## src/rtl/shift_arbiter.sv

```systemverilog
// Round-robin arbiter sharing one combinational barrel shifter among N_REQ requesters.
// Optional macro SHIFT_ARB_PRIO_EN makes requester 0 a fixed high-priority requester.
module shift_arbiter #(
    parameter int N_REQ   = 4,
    parameter int WIDTH   = 4,
    parameter int SHAMT_W = 2,
    parameter int SH_LAT  = 1,
    parameter int ID_W    = 2
) (
    input  logic                       clk,
    input  logic                       rst_n,
    input  logic [N_REQ-1:0]           req_valid,
    input  logic [N_REQ*WIDTH-1:0]     req_data,
    input  logic [N_REQ*SHAMT_W-1:0]   req_shamt,
    output logic [N_REQ-1:0]           req_ready,
    output logic [WIDTH-1:0]           sh_data_in,
    output logic [SHAMT_W-1:0]         sh_shift_amt,
    input  logic [WIDTH-1:0]           sh_data_out,
    output logic                       rsp_valid,
    output logic [WIDTH-1:0]           rsp_data,
    output logic [ID_W-1:0]            rsp_id,
    input  logic                       rsp_ready,
    output logic                       busy
);

    localparam int CNT_W = (SH_LAT > 1) ? $clog2(SH_LAT) : 1;

    typedef enum logic [1:0] {
        IDLE  = 2'd0,
        SHIFT = 2'd1,
        RESP  = 2'd2
    } state_t;

    state_t                state_q;
    state_t                state_d;
    logic [ID_W-1:0]       last_q;
    logic [CNT_W-1:0]      cnt_q;

    logic [WIDTH-1:0]      cap_data_p0;
    logic [SHAMT_W-1:0]    cap_shamt_p0;
    logic [ID_W-1:0]       cap_id_p0;

    logic                  rsp_vld_p1;
    logic [WIDTH-1:0]      rsp_data_p1;
    logic [ID_W-1:0]       rsp_id_p1;

    logic                  gnt_any;
    logic [ID_W-1:0]       gnt_id;
    logic                  upd_last;
    logic [N_REQ-1:0]      gnt_vec;
    logic                  do_grant;
    logic                  shift_done;

    // First valid index strictly after last, wrapping modulo N_REQ.
    function automatic logic [ID_W-1:0] rr_pick(input logic [N_REQ-1:0] v,
                                                input logic [ID_W-1:0]  last);
        logic [ID_W-1:0] pick;
        int              idx;
        pick = '0;
        for (int i = N_REQ; i >= 1; i--) begin
            idx = (int'(last) + i) % N_REQ;
            if (v[idx]) pick = ID_W'(idx);
        end
        return pick;
    endfunction

    always_comb begin
        gnt_any = |req_valid;
`ifdef SHIFT_ARB_PRIO_EN
        if (req_valid[0]) begin
            gnt_id   = '0;
            upd_last = 1'b0;
        end else begin
            gnt_id   = rr_pick(req_valid, last_q);
            upd_last = 1'b1;
        end
`else
        gnt_id   = rr_pick(req_valid, last_q);
        upd_last = 1'b1;
`endif
    end

    always_comb begin
        state_d = state_q;
        gnt_vec = '0;
        case (state_q)
            IDLE: begin
                if (gnt_any) begin
                    gnt_vec[gnt_id] = 1'b1;
                    state_d         = SHIFT;
                end
            end
            SHIFT: begin
                if (cnt_q == '0) state_d = RESP;
            end
            RESP: begin
                if (rsp_vld_p1 && rsp_ready) state_d = IDLE;
            end
            default: state_d = IDLE;
        endcase
    end

    assign do_grant   = (state_q == IDLE) && gnt_any;
    assign shift_done = (state_q == SHIFT) && (cnt_q == '0);

    always_ff @(posedge clk or negedge rst_n) begin
        if (!rst_n) begin
            state_q    <= IDLE;
            last_q     <= ID_W'(N_REQ - 1);
            cnt_q      <= '0;
            rsp_vld_p1 <= 1'b0;
        end else begin
            state_q <= state_d;
            if (do_grant) begin
                cnt_q <= CNT_W'(SH_LAT - 1);
                if (upd_last) last_q <= gnt_id;
            end else if ((state_q == SHIFT) && (cnt_q != '0)) begin
                cnt_q <= cnt_q - 1'b1;
            end
            if (shift_done) begin
                rsp_vld_p1 <= 1'b1;
            end else if ((state_q == RESP) && rsp_ready) begin
                rsp_vld_p1 <= 1'b0;
            end
        end
    end

    // Stage p0: operand capture, held on the shifter inputs until the next grant.
    always_ff @(posedge clk or negedge rst_n) begin
        if (!rst_n) begin
            cap_data_p0  <= '0;
            cap_shamt_p0 <= '0;
            cap_id_p0    <= '0;
        end else if (do_grant) begin
            cap_data_p0  <= req_data[int'(gnt_id)*WIDTH +: WIDTH];
            cap_shamt_p0 <= req_shamt[int'(gnt_id)*SHAMT_W +: SHAMT_W];
            cap_id_p0    <= gnt_id;
        end
    end

    // Stage p1: shifter result sampled after SH_LAT cycles of stable inputs.
    always_ff @(posedge clk or negedge rst_n) begin
        if (!rst_n) begin
            rsp_data_p1 <= '0;
            rsp_id_p1   <= '0;
        end else if (shift_done) begin
            rsp_data_p1 <= sh_data_out;
            rsp_id_p1   <= cap_id_p0;
        end
    end

    // The grant is combinational, so it is masked while reset is asserted.
    assign req_ready    = gnt_vec & {N_REQ{rst_n}};
    assign sh_data_in   = cap_data_p0;
    assign sh_shift_amt = cap_shamt_p0;
    assign rsp_valid    = rsp_vld_p1;
    assign rsp_data     = rsp_data_p1;
    assign rsp_id       = rsp_id_p1;
    assign busy         = (state_q != IDLE);

endmodule
```

## config.mk

```make
export PLATFORM = sky130hd
export DESIGN_NAME = shift_arbiter
export DESIGN_NICKNAME = d
export VERILOG_FILES = /design/src/rtl/shift_arbiter.sv
export SDC_FILE = /design/constraint.sdc
export NUM_CORES = 1
export LEC_CHECK = 0
export BUFFER_PORTS_ARGS = -buffer_cell sky130_fd_sc_hd__buf_4
export CORE_UTILIZATION = 45
export DETAILED_ROUTE_END_ITERATION = 7
export PLACE_DENSITY = 0.78
export SYNTH_ARGS = -nofsm -noshare
export SYNTH_HDL_FRONTEND = slang
export SYNTH_SLANG_ARGS = --single-unit
```

## constraint.sdc

```tcl
create_clock -name clk -period 2 [get_ports clk]
set_input_delay 0.2 -clock clk [delete_from_list [all_inputs] [get_ports clk]]
set_output_delay 0.2 -clock clk [all_outputs]
set_load 0.05 [all_outputs]
```

# ---- After elaboration in Yosys (flattened, before gate mapping)
# Index checks and enable logic that the tools add are counted.
dict set report word_totals {
  out_inout_bits 18
  elab_cells 77
  ff_bits 20
  input_bits 35
}
dict set report op_classes {
  n_addsub 5
  reduce_logical 16
  muxes 28
  n_eq_ne 5
  bitwise_logic 6
  n_lt_le_gt_ge 6
  shifts 2
}
# op n
set ops {}
lappend ops {{3-bit by 4-bit < comparator with 1-bit output (second input constant)} 4}
lappend ops {{16-bit by 5-bit variable part select with 4-bit output} 1}
lappend ops {{2-bit two-way mux} 7}
lappend ops {{1-bit two-way mux} 13}
lappend ops {{1-bit binary-select mux with 2-bit select} 4}
lappend ops {{4-bit two-way mux} 2}
lappend ops {{2-bit OR reduction} 4}
lappend ops {{8-bit by 4-bit variable part select with 2-bit output} 1}
lappend ops {{1-bit logical AND} 6}
lappend ops {{2-bit != test (second input constant)} 3}
lappend ops {{2-bit case mux with 3 select lines} 1}
lappend ops {{2-bit nonzero test} 3}
lappend ops {{2-bit by 1-bit adder with 2-bit output (second input constant)} 2}
lappend ops {{2-bit adder (second input constant)} 2}
lappend ops {{1-bit AND (first input constant)} 4}
lappend ops {{4-bit AND} 1}
lappend ops {{4-bit OR reduction} 1}
lappend ops {{2-bit by 3-bit < comparator with 1-bit output (second input constant)} 1}
lappend ops {{3-bit AND reduction} 1}
lappend ops {{1-bit demux with 2-bit select} 1}
lappend ops {{2-bit by 1-bit == test with 1-bit output (second input constant)} 1}
lappend ops {{2-bit == test (second input constant)} 1}
lappend ops {{2-bit by 1-bit greater-or-equal comparator with 1-bit output (second input constant)} 1}
lappend ops {{2-bit zero test} 1}
lappend ops {{2 further kinds} 2}

# ---- Longest topological paths before layout
dict set report depth {
  ltp_word 17
  ltp_mapped 6
  depth_no_buf 5
}

# ---- Worst setup path after synthesis
# OpenSTA, ideal clock, no wires.
dict set report synth_path {
  path_kind {reg2out}
  from {reg last_q[0]}
  to {out req_ready[0]}
  n_path_buf 1
  required_ns 1.800
  t_arrival_ns 1.993
  stages_incl_launch_ff 7
  slack_ns -0.193
  cell_sequence {dfstp_2 > o21ai_1 > a21boi_2 > or3_1 > buf_2 > nand3_1 > nor2_1}
}
dict set report synth_via {
  elab_chain_cells 15
  word_cells_on_any_way 28
  classes_between {add/sub (4); order compare (2); mux (20); bitwise (1); reduce/logical (1)}
}
# item line_no
set synth_rtl {}
lappend synth_rtl {{from (decl)} 36} ;# logic [ID_W-1:0] last_q;
lappend synth_rtl {{from (signal assigned)} 109} ;# last_q <= ID_W'(N_REQ - 1);
lappend synth_rtl {{from (signal assigned)} 116} ;# if (upd_last) last_q <= gnt_id;
lappend synth_rtl {{2-bit by 1-bit adder with 2-bit output} 61} ;# idx = (int'(last) + i) % N_REQ;
lappend synth_rtl {{1-bit binary-select mux with 2-bit select} 62} ;# if (v[idx]) pick = ID_W'(idx);
lappend synth_rtl {{1-bit two-way mux (implied by the code) (2 in series)} 62}
lappend synth_rtl {{2-bit two-way mux (3 in series)} 62}
lappend synth_rtl {{2-bit two-way mux *} 62}
lappend synth_rtl {{2-bit by 3-bit < comparator with 1-bit output (implied by the code) or 2-bit by 1-bit greater-or-equal comparator with 1-bit output (tied branches)} 89} ;# gnt_vec[gnt_id] = 1'b1;
lappend synth_rtl {{1-bit logical AND (implied by the code)} 89}
lappend synth_rtl {{1-bit two-way mux (implied by the code)} 89}
lappend synth_rtl {{1-bit demux with 2-bit select *} 89}
lappend synth_rtl {{4-bit two-way mux *} 88} ;# if (gnt_any) begin
lappend synth_rtl {{4-bit two-way mux *} 86} ;# case (state_q)
lappend synth_rtl {{4-bit AND *} 153} ;# assign req_ready = gnt_vec & {N_REQ{rst_n}};
lappend synth_rtl {{to (decl)} 15} ;# output logic [N_REQ-1:0] req_ready,
# Every way passes the cells marked *; elsewhere a longest branch is shown, timed or not. The select of a mux whose other input is x is not followed.

# ---- Worst setup path in the final report
dict set report layout_path {
  from {reg last_q[0]}
  to {out req_ready[2]}
}
# The elaborated chain is that of the path after synthesis.

==> results.md <==
* Ys async rst share at 100%
* Starting Density at 48.4%
* Max-slew violation count at 0
* WS Path Type: reg -> out
* RSZ-0062 raised after global routing: true
* Worst min path class: in -> reg
* Area of the die at 2630 um^2
* Synth cell types at 30
* Post-synth top area share at 41.2%
* GRT Residual Overflow at 0
* FILL cells at 165
* Synth Warn # at 0
* Failing checks: negative setup slack
* Final Hold Viols at 0
* GR Util All Layers at 23.9%
* CTS max path bufs at 2
* CTS buffer count at 3
* Drc violations at 0
* Fin crit share at 102%
* Largest net degree at the start of global routing at 23
* Peak VDD IR at 1.08 mV
* Layout cells sized above 1 at 52.0%
* Sequential area share after synthesis at 46.0%
* CTS tree: yes
* Crit Path Max Fanout at 5
* Initial drt markers at 14
* Num Clock Sinks at 20
* WP data arrival at 1.84 ns
* DR pass1 iterations at 4
* Post-synth top area cell: dfrtp_1
* Layout Cells excl Fill at 203
* Synth top area cells: dfrtp_1 41%, a211oi_1 8.2%, mux2i_1 6.4%, mux2_2 6.2%, dfstp_2 4.8%
* Die Wd at 51.3 um
* Status: finished, violations left
* Antenna-violating nets left at 0
* First-pass GRT wire length at 4.66 mm
* Post-synth top flop: dfrtp_1
* Min Clock Period, post-route at 2.04 ns
* Syn_nets at 145
* Crit path launch type: flop
* Final worst slack at -0.0387 ns
* Worst slew margin at 69.5%
* Post-synth EDFFs at 0
* Pwr Total at 2.85 mW
* Max_cap viols at 0
* Port Buffers at 52
* Fmax at 491 MHz
* DR vias at 1112
* Num rows at 17
* Pwr Density at 1680 nW/um^2
* Static Leak at 0.787 nW
* Mapped Area at 1090 um^2
* CP endpoint kind: output port
* Cell count after synthesis at 110
* Vias/cell at 5.48
* Vias in the first global route at 1043
* Register area at 503 um^2
* Placer congestion estimate at 0.847
* Reg clk slew, reported paths at 0.12 ns
* Chip height at 51.3 um
* Average routed wire per standard cell at 14.2 um
* Initial antenna violation count at 0
* Antenna Cells at 0
* Worst EP required at 1.80 ns
* Clock root cell: clkbuf_4
* IO Pins at 53
* Cells after DPL at 192
* Avg Cell Area, Syn at 9.93 um^2
* Core Region at 2250 um^2
* Worst-skew pair later-pin latency at 0.30 ns
* FF+latch count, synth at 20
* Synthesis-to-finish area growth at 55.8%
* Final setup vio count at 4
* Final Skew at 0.00699 ns
* Final WL at 2.89 mm
* HPWL after detailed placement at 2.12 mm
* Post-layout nets at 211
* H-tree depth at 1
* Multi-input logic area at 624 um^2
* Worst Tran Pin Value at 0.456 ns
[cells in the final DEF (no fill, tap or decap), drive strengths merged, types with 2 or more instances in the layout]
cell type,count
a211oi,12
a21oi,3
buf,63
clkbuf,4
dfrtp,18
dfstp,2
inv,2
mux2,6
mux2i,7
nand2,9
nand2b,2
nand3,2
nor2,14
nor2b,3
nor3,7
o21a,4
o21ai,6
[area by class of cell]
class / instances / share of cell area, %
multi-input combinational: 85 / 36.7
timing repair buffer: 64 / 29.7
sequential: 20 / 29.6
tap: 28 / 2.06
clock buffer: 4 / 1.54
inverter: 2 / 0.441
[Yosys cell counts (3+ instances only)]
library cell / number
o21a_1: 4
nand2_1: 9
nor3_1: 6
nor2_1: 14
mux2_2: 6
o21ai_0: 5
nor2b_1: 3
dfrtp_1: 18
a211oi_1: 12
mux2i_1: 7
[per-layer routing]
| layer | vias up | part of all wire, % | track usage (%) |
|---|---|---|---|
| met5 | - | 0 | 0 |
| met4 | 0 | 1.7 | 6.76 |
| met3 | 6 | 6.1 | 4.46 |
| met2 | 49 | 48 | 41.0 |
| met1 | 525 | 44 | 30.5 |
| li1 | 532 | - | - |
[report_power, final]
part	internal (mW)	leakage, nW	total (mW)	switching (mW)
clock network	0.0776	0.0150	0.202	0.125
registers	0.618	0.230	0.769	0.151
logic	0.752	0.542	1.88	1.13
[stage by stage]
| step | hold WS [ns] | instance area [um^2] | util (%) | setup WS, ns | setup TNS, ns |
|---|---|---|---|---|---|
| finish | 0.123 | 1700 | 75.5 | -0.0387 | -0.0677 |
| global route | 0.111 | 1700 | 75.5 | -0.0935 | -0.339 |
| CTS | 0.123 | 1670 | 74.1 | -0.00828 | -0.0108 |
| detailed placement | 0.100 | 1550 | 68.6 | 0.121 | 0 |
| global placement | 0.0966 | 1550 | 68.6 | 0.158 | 0 |
| floorplan | -0.0956 | 1100 | - | -0.193 | -0.385 |
[cell families after synthesis]
kind of cell	count (synthesis)	share of synthesized area, %
compound gates	29	19.1
buf+inv	5	1.83
flops	20	46.0
mux	13	12.6
simple gates	43	20.4
[registers in the layout (all words and copies together) (netlist names)]
register	flops
sh_shift_amt	2
sh_data_in	4
last_q	2
state_q	2
cap_id_p0	2
rsp_valid	1
rsp_id	2
rsp_data	4
cnt_q	1
[critical path: stages, from the launching register on]
cell	delay [ns]
dfstp_2	0.59
buf_6	0.10
nor3b_1	0.05
buf_4	0.15
nor3_4	0.21
nand3_2	0.14
nor2_2	0.13
buf_6	0.16
[worst paths after layout]
kind                           startpoint         endpoint  slack [ns]  depth (start not counted)
setup / recovery                last_q[0]     req_ready[2]       -0.04                          7
hold / removal             sh_data_out[2]      rsp_data[2]        0.12                          2
setup reg to reg                last_q[0]  sh_shift_amt[0]        0.14                          6
hold reg to reg              cap_id_p0[0]     cap_id_p0[0]        0.50                          1
max in group asynchronous           rst_n        last_q[1]        1.40                          2
min in group asynchronous           rst_n      rsp_data[3]        0.32                          2
[timing repair]
action / 4_1_cts / 5_1_grt
gates cloned: 0 / 0
endpoints found under the setup margin: 4 / 4
hold endpoints to repair: 18 / 0
resized for setup: 13 / 5
buffers inserted: 4 / 2
pin swaps: 3 / 4
hold buffers: 1 / 0
No activity file was read; power rests on OpenSTA's default activity.
